===== src/rtl/mbist_march_ctrl.sv =====
// March C- memory BIST controller: sequences the six march elements over a
// single-port memory, compares read data two cycles later and logs failures.
module mbist_march_ctrl #(
  parameter int unsigned DATA_WIDTH = 8,
  parameter int unsigned ADDR_WIDTH = 4,
  parameter int unsigned CAPACITY   = 15,
  parameter int unsigned ERR_W      = 8
) (
  input  logic                  clk,
  input  logic                  rst_n,
  input  logic                  start,
  output logic                  bist_busy,
  output logic                  bist_done,
  output logic                  bist_fail,
  output logic [ADDR_WIDTH-1:0] fail_addr,
  output logic [DATA_WIDTH-1:0] fail_expect,
  output logic [DATA_WIDTH-1:0] fail_actual,
  output logic [ERR_W-1:0]      err_cnt,
  output logic                  mem_write_read,
  output logic [ADDR_WIDTH-1:0] mem_address,
  output logic [DATA_WIDTH-1:0] mem_wdata,
  input  logic [DATA_WIDTH-1:0] mem_rdata
);

  typedef enum logic [2:0] {S_IDLE, S_SETUP, S_RUN, S_DRAIN, S_DONE} state_t;

  localparam logic [ADDR_WIDTH-1:0] ADDR_LAST = ADDR_WIDTH'(CAPACITY);
  localparam logic [ERR_W-1:0]      ERR_MAX   = '1;
  localparam logic [2:0]            ELEM_LAST = 3'd5;

  state_t                state;
  logic [2:0]            elem;
  logic                  phase;
  logic                  drain_cnt;
  logic                  s1_valid, s2_valid;
  logic [DATA_WIDTH-1:0] s1_expect, s2_expect;
  logic [ADDR_WIDTH-1:0] s1_addr, s2_addr;

  logic                  elem_down;
  logic                  two_op;
  logic                  last_op;
  logic                  miscmp;
  logic [2:0]            nxt_elem;
  logic [ADDR_WIDTH-1:0] end_addr;
  logic [DATA_WIDTH-1:0] rd_bg;

  // Write background per element; E5 has no write and keeps all-zeros.
  function automatic logic [DATA_WIDTH-1:0] wr_bg(input logic [2:0] e);
    return (e == 3'd1 || e == 3'd3) ? '1 : '0;
  endfunction

  function automatic logic [ADDR_WIDTH-1:0] first_addr(input logic [2:0] e);
    return (e == 3'd3 || e == 3'd4) ? ADDR_LAST : '0;
  endfunction

  always_comb begin
    elem_down = (elem == 3'd3) || (elem == 3'd4);
    two_op    = (elem != 3'd0) && (elem != ELEM_LAST);
    end_addr  = elem_down ? '0 : ADDR_LAST;
    last_op   = (mem_address == end_addr) && (!two_op || phase);
    nxt_elem  = elem + 3'd1;
    rd_bg     = (elem == 3'd2 || elem == 3'd4) ? '1 : '0;
    miscmp    = s2_valid && (mem_rdata != s2_expect);
  end

  always_ff @(posedge clk or negedge rst_n) begin
    if (!rst_n) begin
      state          <= S_IDLE;
      elem           <= 3'd0;
      phase          <= 1'b0;
      drain_cnt      <= 1'b0;
      s1_valid       <= 1'b0;
      s2_valid       <= 1'b0;
      s1_expect      <= '0;
      s2_expect      <= '0;
      s1_addr        <= '0;
      s2_addr        <= '0;
      bist_busy      <= 1'b0;
      bist_done      <= 1'b0;
      bist_fail      <= 1'b0;
      fail_addr      <= '0;
      fail_expect    <= '0;
      fail_actual    <= '0;
      err_cnt        <= '0;
      mem_write_read <= 1'b0;
      mem_address    <= '0;
      mem_wdata      <= '0;
    end else begin
      // Only RUN reads are compared; everything else travels with valid=0.
      s1_valid  <= (state == S_RUN) && !mem_write_read;
      s1_expect <= rd_bg;
      s1_addr   <= mem_address;
      s2_valid  <= s1_valid;
      s2_expect <= s1_expect;
      s2_addr   <= s1_addr;

      if (miscmp) begin
        if (err_cnt != ERR_MAX) err_cnt <= err_cnt + ERR_W'(1);
        if (!bist_fail) begin
          bist_fail   <= 1'b1;
          fail_addr   <= s2_addr;
          fail_expect <= s2_expect;
          fail_actual <= mem_rdata;
        end
      end

      case (state)
        S_IDLE, S_DONE: begin
          if (start) begin
            state          <= S_SETUP;
            bist_busy      <= 1'b1;
            bist_done      <= 1'b0;
            bist_fail      <= 1'b0;
            fail_addr      <= '0;
            fail_expect    <= '0;
            fail_actual    <= '0;
            err_cnt        <= '0;
            elem           <= 3'd0;
            phase          <= 1'b0;
            mem_write_read <= 1'b0;
            mem_address    <= first_addr(3'd0);
            mem_wdata      <= wr_bg(3'd0);
          end
        end
        S_SETUP: begin
          state          <= S_RUN;
          phase          <= 1'b0;
          mem_write_read <= (elem == 3'd0);
        end
        S_RUN: begin
          if (last_op) begin
            phase          <= 1'b0;
            mem_write_read <= 1'b0;
            if (elem == ELEM_LAST) begin
              state     <= S_DRAIN;
              drain_cnt <= 1'b0;
            end else begin
              state       <= S_SETUP;
              elem        <= nxt_elem;
              mem_address <= first_addr(nxt_elem);
              mem_wdata   <= wr_bg(nxt_elem);
            end
          end else if (two_op && !phase) begin
            phase          <= 1'b1;
            mem_write_read <= 1'b1;
          end else begin
            phase          <= 1'b0;
            mem_write_read <= (elem == 3'd0);
            mem_address    <= elem_down ? mem_address - ADDR_WIDTH'(1)
                                        : mem_address + ADDR_WIDTH'(1);
          end
        end
        S_DRAIN: begin
          drain_cnt <= 1'b1;
          if (drain_cnt) begin
            state     <= S_DONE;
            bist_busy <= 1'b0;
            bist_done <= 1'b1;
          end
        end
        default: state <= S_IDLE;
      endcase
    end
  end

endmodule

===== config.mk =====
export PLATFORM = sky130hd
export DESIGN_NAME = mbist_march_ctrl
export DESIGN_NICKNAME = d
export VERILOG_FILES = /design/src/rtl/mbist_march_ctrl.sv
export SDC_FILE = /design/constraint.sdc
export NUM_CORES = 1
export LEC_CHECK = 0
export CORE_MARGIN = 3
export CORE_UTILIZATION = 45
export DETAILED_ROUTE_END_ITERATION = 10
export PLACE_DENSITY = 0.74
export SYNTH_ARGS = -nofsm -noshare
export SYNTH_HDL_FRONTEND = slang
export SYNTH_SLANG_ARGS = --single-unit

===== constraint.sdc =====
create_clock -name clk -period 2.4 [get_ports clk]
set_input_delay 0.36 -clock clk [delete_from_list [all_inputs] [get_ports clk]]
set_output_delay 0.36 -clock clk [all_outputs]
set_load 0.1 [all_outputs]

==> flow_summary.ini <==
[run_status]
outcome = finished, final reports clean

[place]
port_buffers = 54
dpl.hpwl_um = 4310
post-place-ws_ns = -0.0265
gp_congestion = 0.853
placed_cell_area_um2 = 3280

[clocking]
clock_path_buffers = 2
cts-hold-fix-buffers = 0
clkTransAtPathRegs_ns = 0.07
htreeDepth = 3
cts_root_buffer = clkbuf_8
cts_tree = built
cts_made_buffers = 9
numClockSinks = 57
clock_latency_ns = 0.33

[drt]
drtAntennaViolNets = 0
first_iter_violations = 85
drc = 0
viasPerCell = 5.46
vias = 2227
wirelength_um = 6080
avgRoutedWirePerCell_um = 14.9
drt-pass1-iter-count = 4

[final_layout]
syn2layout_area_growth_pct = 28.6
drive_gt1_share_pct = 28.0
antenna_cells = 0
final_net_count = 351
final_util_pct = 62.1
nFillCells = 504
most-common-layout-cells = buf_4 (60), dfrtp_1 (57), nand2_1 (33)
layout.cells.most_common = buf_4
postLayoutCellArea_um2 = 3550

[synth]
synth_top_cell_by_area = dfrtp_1
postSynth.asyncResetShare_pct = 100
yosysUniqueCellTypes = 52
ys_top_cells_by_area = dfrtp_1 (52%), nand2_1 (4.5%), ha_1 (3.6%), nand3_1 (3.1%), nor2_1 (2.7%)
synth-edff-count = 0
synth-main-ff-cell = dfrtp_1
synth_top_area_share_pct = 51.7
yosys_warnings = 0
ys_seq_area_share_pct = 51.7
synth.net_count = 288
syn_avg_cell_area_um2 = 10.3
synth_area_um2 = 2760
ys_seq_elements = 57
syn_inst = 268

[pwr]
power.switching_uw = 2530
p_sw_share_pct = 52.4
intPower_uw = 2290
leakagePower_uw = 0.00171
p_comb_share_pct = 51.3
pwr_density_cell_nw_per_um2 = 1360
seqPwrFrac_pct = 30.5
pwr-share-clk_pct = 18.2
worst_ir_drop_vdd_mv = 1.07

[timing]
layout_setup_ws_ns = 0.125
hold_slack_ns = 0.0518
worst_pin_slew_ns = 0.652
setup_viol = 0
fin_crit_ns = 2.28
tns_ns = 0
hold_violations = 0
drv_slew = 0
period_share_pct = 94.8
finClkSkew_ns = 0.0104
fmax_ghz = 0.440
max_slew_margin_pct = 56.5

[floorplan]
dieArea_um2 = 7100
die_y_um = 84.3
core_area_um2 = 5710
initial_utilization_pct = 48.3
rows = 27
die_x_um = 84.3
ios = 55

[setup_path]
cp-start-kind = register
critical_path_required_ns = 2.61
end_kind = register
r2r_cells = 9
crit_type = register to register
rr_startpoint = elem[0]
cp_max_fo = 6
crit_start = elem[0]
worstPathArrival_ns = 2.48

[run]
cap_viol_max_count = 0

[grt]
overflow = 0
grt_antenna_before_repair = 0
grt_util_all_layers_pct = 18.0
grt_pass1_vias = 2090
grt_pass1_wl_um = 10200
grt_max_degree = 34

[hold_path]
hold_class = primary input to asynchronous set/reset pin
routing by layer:
layer | routed length (µm) | share of wire, % | global-route usage [%] | vias to the layer above
met4 | 34 | 0.56 | 6.58 | 0
li1 | - | - | - | 1079
met2 | 2890 | 48 | 27.1 | 59
met5 | 0 | 0 | 0 | -
met3 | 350 | 5.8 | 6.08 | 4
met1 | 2800 | 46 | 24.3 | 1085
registers in the layout, indices dropped and copies added, names as in the netlist, 3 cells and up:
register,flops
state,3
fail_addr,4
s1_addr,4
err_cnt,8
fail_expect,8
s2_addr,4
mem_address,4
elem,3
fail_actual,8
path summary, 6_finish.rpt:
path / end / slack (ns)
worst max-delay path: mem_address[3] / 0.12
worst min register to register: s2_addr[3] / 0.34
min in group clk: s2_addr[3] / 0.34
max in group asynchronous: s2_addr[0] / 1.75
worst max register to register: mem_address[3] / 0.12
worst min-delay path: fail_expect[4] / 0.05
worst max-delay path: stages (launching register included):
cell and delay (ns):
dfrtp_1 0.41, inv_2 0.07, ha_1 0.22, mux2_4 0.32
ha_4 0.24, a21o_1 0.19, a21oi_2 0.14, xor2_1 0.16
o21ai_0 0.09, a221o_1 0.29
area by class of cell:
cell class | instances | area [µm²] | share of cell area (%)
Clock inverter | 6 | 68.8 | 1.94
Inverter | 4 | 15.0 | 0.423
Sequential cell | 57 | 1430 | 40.2
Tap cell | 72 | 90.1 | 2.54
Multi-Input combinational cell | 188 | 1250 | 35.3
Timing Repair Buffer | 71 | 566 | 15.9
Clock buffer | 10 | 128 | 3.60
synthesized netlist by cell type, drive strengths merged, types with 4 or more instances:
library cell  instances
dfrtp                57
a31o                  8
o21ai                19
nand3                17
nand2b                5
a22o                  4
buf                  13
inv                   4
nand2                33
clkbuf                6
ha                    8
nor3                  7
mux2i                 5
nor2                 20
a21oi                12
power by group through the flow:
stage	sequential, µW	clock (µW)	combinational [µW]
after global routing	1520	947	2620
final	1470	875	2470
after detailed placement	1480	0	2460
after floorplan	2570	0	774
after global placement	1470	0	2420
after CTS	1470	899	2460
stage by stage:
stage | cells | power, µW
global route | 408 | 5090
global placement | 389 | 3890
floorplan | 268 | 3350
CTS | 405 | 4830
finish | 408 | 4820
detailed placement | 389 | 3940
cells by family (layout without fill, tap and decap cells):
logic type      count (synthesis)  count (layout)  share of synthesized area [%]
fa+ha+maj                       9               9                           4.36
mux                             8               8                           3.04
flops                          57              57                           51.7
xor+xnor                        5               5                           1.59
simple gates                  102             102                           18.7
compound gates                 64              64                           16.0
buf+inv                        23              91                           4.58
timing repair:
item	4_1_cts	5_1_grt
setup endpoints to repair	1	9
endpoints found under the hold margin	0	0
buffers inserted	0	3
pin swaps	0	2
gates resized for setup	2	8
(Power assumes the default switching activity.)
